[src/rtl/ram_port_arbiter_pkg.sv]
// Shared encodings for the two-client RAM port arbiter.
// FSM states are used only when RAM_ARB_INIT_EN is defined.
package ram_port_arbiter_pkg;

  typedef enum logic {
    ST_INIT = 1'b0,
    ST_RUN  = 1'b1
  } arb_state_e;

  localparam logic CID_0 = 1'b0;
  localparam logic CID_1 = 1'b1;

endpackage

[src/rtl/rr_arb2.sv]
// Two-way round-robin picker; on contention the client not granted last wins.
module rr_arb2
  import ram_port_arbiter_pkg::*;
(
  input  logic [1:0] req,
  input  logic       en,
  input  logic       last,
  output logic [1:0] gnt
);

  always_comb begin
    gnt = 2'b00;
    if (en) begin
      if (req == 2'b11) gnt = (last == CID_1) ? 2'b01 : 2'b10;
      else              gnt = req;
    end
  end

endmodule

[src/rtl/ram_port_arbiter.sv]
// Shares one single-port synchronous RAM between two clients, one access per clock.
// Define RAM_ARB_INIT_EN to zero-fill the RAM after reset before arbitration starts.
module ram_port_arbiter
  import ram_port_arbiter_pkg::*;
#(
  parameter int ADDR_W = 8,
  parameter int DATA_W = 8
) (
  input  logic              sys_clk,
  input  logic              sys_rst,
  input  logic              c0_req,
  input  logic              c0_we,
  input  logic [ADDR_W-1:0] c0_addr,
  input  logic [DATA_W-1:0] c0_wdata,
  output logic              c0_gnt,
  output logic              c0_rvalid,
  output logic [DATA_W-1:0] c0_rdata,
  input  logic              c1_req,
  input  logic              c1_we,
  input  logic [ADDR_W-1:0] c1_addr,
  input  logic [DATA_W-1:0] c1_wdata,
  output logic              c1_gnt,
  output logic              c1_rvalid,
  output logic [DATA_W-1:0] c1_rdata,
  output logic              ram_en,
  output logic              ram_we,
  output logic [ADDR_W-1:0] ram_addr,
  output logic [DATA_W-1:0] ram_wdata,
  input  logic [DATA_W-1:0] ram_rdata,
  output logic              busy
);

  logic [1:0]        gnt;
  logic              sel;
  logic              sel_we;
  logic              last_gnt;
  logic              rd_vld;
  logic              rd_id;
  logic [DATA_W-1:0] c0_hold, c1_hold;

`ifdef RAM_ARB_INIT_EN
  arb_state_e        state;
  logic [ADDR_W:0]   init_cnt;
`else
  assign busy = 1'b0;
`endif

  rr_arb2 u_arb (
    .req  ({c1_req, c0_req}),
    .en   (!busy),
    .last (last_gnt),
    .gnt  (gnt)
  );

  assign c0_gnt = gnt[0];
  assign c1_gnt = gnt[1];
  assign sel    = gnt[1];
  assign sel_we = sel ? c1_we : c0_we;

  // RAM data lands the cycle rvalid is high; the hold register keeps it afterwards.
  assign c0_rdata = c0_rvalid ? ram_rdata : c0_hold;
  assign c1_rdata = c1_rvalid ? ram_rdata : c1_hold;

  always_ff @(posedge sys_clk or posedge sys_rst) begin
    if (sys_rst) begin
      last_gnt  <= CID_1;
      ram_en    <= 1'b0;
      ram_we    <= 1'b0;
      ram_addr  <= '0;
      ram_wdata <= '0;
      rd_vld    <= 1'b0;
      rd_id     <= CID_0;
      c0_rvalid <= 1'b0;
      c1_rvalid <= 1'b0;
      c0_hold   <= '0;
      c1_hold   <= '0;
`ifdef RAM_ARB_INIT_EN
      state     <= ST_INIT;
      init_cnt  <= '0;
      busy      <= 1'b1;
`endif
    end else begin
      if (|gnt) last_gnt <= sel;
      ram_en    <= |gnt;
      ram_we    <= (|gnt) && sel_we;
      ram_addr  <= sel ? c1_addr  : c0_addr;
      ram_wdata <= sel ? c1_wdata : c0_wdata;
      rd_vld    <= (|gnt) && !sel_we;
      rd_id     <= sel;
      c0_rvalid <= rd_vld && (rd_id == CID_0);
      c1_rvalid <= rd_vld && (rd_id == CID_1);
      if (c0_rvalid) c0_hold <= ram_rdata;
      if (c1_rvalid) c1_hold <= ram_rdata;
`ifdef RAM_ARB_INIT_EN
      // Grants are forced low while busy, so the init writes own the command register.
      if (state == ST_INIT) begin
        if (init_cnt[ADDR_W]) begin
          state  <= ST_RUN;
          busy   <= 1'b0;
          ram_en <= 1'b0;
          ram_we <= 1'b0;
        end else begin
          ram_en    <= 1'b1;
          ram_we    <= 1'b1;
          ram_addr  <= init_cnt[ADDR_W-1:0];
          ram_wdata <= '0;
          init_cnt  <= init_cnt + 1'b1;
        end
      end
`endif
    end
  end

endmodule
[config.mk]
export PLATFORM = sky130hd
export DESIGN_NAME = ram_port_arbiter
export DESIGN_NICKNAME = d
export VERILOG_FILES = /design/src/rtl/ram_port_arbiter_pkg.sv /design/src/rtl/rr_arb2.sv /design/src/rtl/ram_port_arbiter.sv
export SDC_FILE = /design/constraint.sdc
export NUM_CORES = 1
export LEC_CHECK = 0
export BUFFER_PORTS_ARGS = -buffer_cell sky130_fd_sc_hd__buf_2
export CAP_MARGIN = 10
export CORE_MARGIN = 5
export CORE_UTILIZATION = 40
export DETAILED_ROUTE_END_ITERATION = 8
export PLACE_DENSITY = 0.76
export SLEW_MARGIN = 30
export SYNTH_ARGS = -nofsm -noshare
export SYNTH_HDL_FRONTEND = slang
export SYNTH_SLANG_ARGS = --single-unit
export TNS_END_PERCENT = 50
[constraint.sdc]
create_clock -name sys_clk -period 1.65 [get_ports sys_clk]
set_input_delay 0.165 -clock sys_clk [delete_from_list [all_inputs] [get_ports sys_clk]]
set_output_delay 0.165 -clock sys_clk [all_outputs]
set_load 0.01 [all_outputs]
# Yosys cells after proc, flatten, opt, wreduce, memory -nomap -nowiden

Cells that the tools add are included.

Eq/ne operators: 1
Multiplexer cells: 7
Reduce and logical (&&, ||, !) cells: 6
Bitwise gates (word level): 1

Operator list:

| cell                 | number |
|---|---|
| $mux W8              | 4 |
| $logic_and A1 B1 Y1  | 4 |
| $mux W2              | 2 |
| $eq A2 B2 Y1 const B | 1 |
| $reduce_or A2 Y1     | 1 |
| $logic_not A1 Y1     | 1 |
| $mux W1              | 1 |
| $not A1 Y1           | 1 |

Output and inout port bits: 39
Input port bits: 46
Register bits: 39
Word-level logic and storage cells: 26

# Longest topological paths before layout

Depth in word-level cells: 5
Mapped depth: 4
Mapped depth without buffers: 2

# Hierarchy

A second synthesis with hierarchy kept.

Cells, all modules: 95
Area total of the unflattened synthesis: 1,556.5 sq um

By module, submodules not included:

| module           | times used | cells an instance | area each (sq um) | sequential area each (sq um) |
|---|---|---|---|---|
| ram_port_arbiter | 1          | 90                | 1,535.2           | 977.2 |
| rr_arb2          | 1          | 5                 | 21.3              | 0.0 |

# Least setup slack after synthesis

OpenSTA, ideal clock, no wires.

Kind: register to register
Start: register last_gnt
End: register ram_wdata[0]
Required time: 1.525 ns
Setup time: 0.125 ns
Period minus slack after synthesis: 1.268 ns
Stages on the path, launching flop included: 5
Data arrival time: 1.142 ns
Setup slack: 0.382 ns
Path buffers: 2
Cells stage by stage: dfstp_2 > a21boi_2 > buf_6 > buf_12 > mux2_4

Word-level cells in the longest chain between the ends: 3

Ends and longest elaborated chain:

| item                   | line                   | RTL |
|---|---|---|
| start, declared        | ram_port_arbiter.sv:36 | `logic last_gnt;` |
| start signal, assigned | ram_port_arbiter.sv:83 | `if (\|gnt) last_gnt <= sel;` |
| $mux W2 (2 in a row)   | rr_arb2.sv:14          | `if (req == 2'b11) gnt = (last == CID_1) ? 2'b01 : 2'b10;` |
| via c1_gnt             | ram_port_arbiter.sv:22 | `output logic c1_gnt,` |
| $mux W8                | ram_port_arbiter.sv:87 | `ram_wdata <= sel ? c1_wdata : c0_wdata;` |
| end signal, assigned   | ram_port_arbiter.sv:87 |  |
| end, declared          | ram_port_arbiter.sv:28 | `output logic [DATA_W-1:0] ram_wdata,` |

The timed path passes the listed nets, and every way through them passes these cells.
A chain may end at the register's enable or synchronous reset.

# Worst setup path in the final report

Start: register c1_rvalid
End: output c1_rdata[6]

Word-level cells in the longest chain between the ends: 1

Ends and longest elaborated chain:

| item                   | line                   | RTL |
|---|---|---|
| start, declared        | ram_port_arbiter.sv:23 | `output logic c1_rvalid,` |
| start signal, assigned | ram_port_arbiter.sv:91 | `c1_rvalid <= rd_vld && (rd_id == CID_1);` |
| $mux W8                | n/a                    |  |
| end, declared          | ram_port_arbiter.sv:24 | `output logic [DATA_W-1:0] c1_rdata,` |

Every way passes these cells.

==> metrics <==
flops & latches, synth 39; Worst EP arrival about 1.4 ns; Tmin final roughly 1.6 ns; Largest stage delay, worst path roughly 0.57 ns; pin count of the biggest net entering global routing 28; boundary pin count 85; # setup viols final 0; crit path launch type register; TritonCTS clock tree yes; final antenna-violating net count 0; n_diodes 0; R2R cell count 3; gr usage total 0.1332; Tcrit/Tclk final 0.9417; GP Congestion 0.7574; Hold Fails Final Rpt 0; Die Area 5075 um2; Avg Inst Size Synth between 15 and 20 um2; final WL about 3100 um; Sw Share 0.2533; Die Wd roughly 71 um; Slew Viols, Final 0; worst relative slew slack 0.6426; vias in the first global route approximately 1100; antenna violations before repair 0; top_reg_cell synth dfrtp_1; setup_tns 0 ns; Port-buffer cells between 80 and 90; # clock sinks 39; critical path type reg2out; slew of the pin with the lowest slew margin between 0.5 and 0.6 ns; crit-path cells mux2_2 -> buf_2; Synth Warn # 0; vias per inst ~4.5; CTS H-tree depth 2; Clk Latency, worst-skew pair between 0.2 and 0.3 ns; Setup WS post-layout roughly 0.096 ns; internal power ~1.8 mW; VDD IR max roughly 650 uV; unrepaired setup endpoints after global routing no; num rows 22; Seq/Total Area, Yosys 0.6514; Synth Instances 90; post-DP HPWL 2547 um; Async S/R FF share, synth 1.000; leakage between 1 and 1.5 nW; FILL cells about 310; Max clock buf depth 2; Final Skew about 0.0059 ns; FMAX 643.6 MHz; Starting Density 0.4098; critical path endpoint category output pin; # nets final 225; Power Dens Cells between 1000 and 1500 nW/um2; Cell Area, Synth 1500 um2; # DRC 0; status complete, no violations; Distinct cells, synth 19; sw power a little over 0.6 mW; max_cap viols 0; die height 71.24 um; per-cell routed wire length between 10 and 15 um; fin area slightly above 2000 um2; layout cells sized above 1 0.7222; sequential power share 0.486; hold depth 2; Critical Path RT ~1.5 ns; worst-path fanout max 9; Num CTS Buffers 5; P&R area growth vs syn 38.20%; hold crit path type in2reg; grt ovf 0; initial DRC count 16; pre-CTS setup slack roughly 0.37 ns; clock slew at reported path FFs approximately 0.070 ns; CTS Root Cell clkbuf_8; core area around 3700 um2; first-pass GRT wire length between 5000 and 6000 um; post-place instance area between 1500 and 2000 um2; Post-synth EDFFs 0; CP max-delay cell dfrtp_1; vias between 1000 and 1500; logic gate share of total power 0.235; DR pass1 iterations 4; Syn Nets about 140; Clk pwr share 0.278
-- Yosys cell counts (2+ instances only) --
cell type | instances | share of area
inv_1 | 3 | 0.0075
dfrtp_1 | 38 | 0.63
buf_2 | 2 | 0.0067
a32o_1 | 2 | 0.013
mux2_2 | 25 | 0.19
mux2_4 | 7 | 0.070
-- flip-flops by register name, summed over array words and instances, names as in the netlist --
name       cells
rd_id          1
c0_rvalid      1
last_gnt       1
ram_wdata      8
ram_addr       8
c1_rvalid      1
c1_hold        8
c0_hold        8
ram_en         1
ram_we         1
rd_vld         1
-- routing by layer --
layer | global-route usage | share of wire | up-vias
met4 | 0.04384 | 0.0080 | 0
met1 | 0.1536 | 0.38 | 486
met5 | 0 | 0 | -
met3 | 0.05891 | 0.12 | 3
met2 | 0.2214 | 0.49 | 61
li1 | - | - | 481
-- final timing paths --
path                                           start                endpoint  slack [ns]
worst max register to register  last_gnt$_DFFE_PP1P_  ram_wdata[0]$_DFF_PP0_        0.42
worst max-delay path             c1_rvalid$_DFF_PP0_             c1_rdata[6]         0.1
worst min-delay path                          c0_req    last_gnt$_DFFE_PP1P_        0.10
worst min register to register       rd_id$_DFF_PP0_     c0_rvalid$_DFF_PP0_        0.42
max in group asynchronous                    sys_rst     c0_rvalid$_DFF_PP0_        0.64
min in group asynchronous                    sys_rst   ram_addr[1]$_DFF_PP0_        0.47
-- kinds of logic after synthesis --
group | Yosys count | synth area share
buffers and inverters | 8 | 0.04003
DFF | 39 | 0.6514
other | 1 | 0.002500
and+or+nand+nor | 6 | 0.02420
muxes | 32 | 0.2577
AOI/OAI and AO/OA | 4 | 0.02418
-- timing repair --
action / in CTS / in global routing
hold buffers: 1 / 0
buffers inserted: 0 / 0
hold endpoints to repair: 11 / 0
resized for setup: 0 / 1
endpoints found under the setup margin: 0 / 1
-- power groups by stage --
stage	Clock [mW]	Sequential, mW	Combinational, mW
6_report	0.669	1.17	0.566
5_1_grt	0.745	1.19	0.622
2_1_floorplan	0	1.19	0.322
4_1_cts	0.696	1.17	0.580
3_3_place_gp	0	1.18	0.559
3_5_place_dp	0	1.19	0.579
-- critical path: cells and delay by family (launching register included) --
family	cells	cell delay, ns
flops	1	0.57
mux	1	0.40
buf+inv	1	0.15
-- cell type report --
cell class	instances	area, um2	area share
inverters	3	11.26	0.005431
well taps	48	60.06	0.02897
flip-flops and latches	39	978.4	0.4719
clock buffers	8	100.1	0.04828
repair buffers	87	460.4	0.2221
multi-input cells	43	462.9	0.2233
-- per-stage QoR --
stage,power [mW],utilization,hold WS (ns),instances
after floorplan,1.512,-,0.2195,90
after global placement,1.740,0.5359,0.2208,219
after detailed placement,1.769,0.5359,0.2424,219
after CTS,2.450,0.5660,0.08876,228
after global routing,2.556,0.5663,0.09137,228
final,2.406,0.5663,0.1027,228
-- placed cells by master (no fill, tap or decap) --
cell type / synthesis / routed
buf_12: 1 / 1
dfrtp_2: 0 / 1
dfrtp_1: 38 / 37
and2_2: 1 / 1
nand2b_1: 1 / 1
mux2_2: 25 / 25
clkbuf_1: 0 / 1
a32o_1: 2 / 2
a21oi_1: 1 / 1
dlygate4sd3_1: 0 / 1
buf_2: 2 / 83
buf_4: 1 / 2
and2_1: 1 / 1
nor2_1: 1 / 1
conb_1: 1 / 1
inv_1: 3 / 3
a21boi_2: 1 / 1
or2_2: 1 / 1
nor2b_1: 1 / 1
clkbuf_8: 0 / 7
dfstp_2: 1 / 1
mux2_4: 7 / 7
Note: power is estimated with default switching activity, not from simulation.
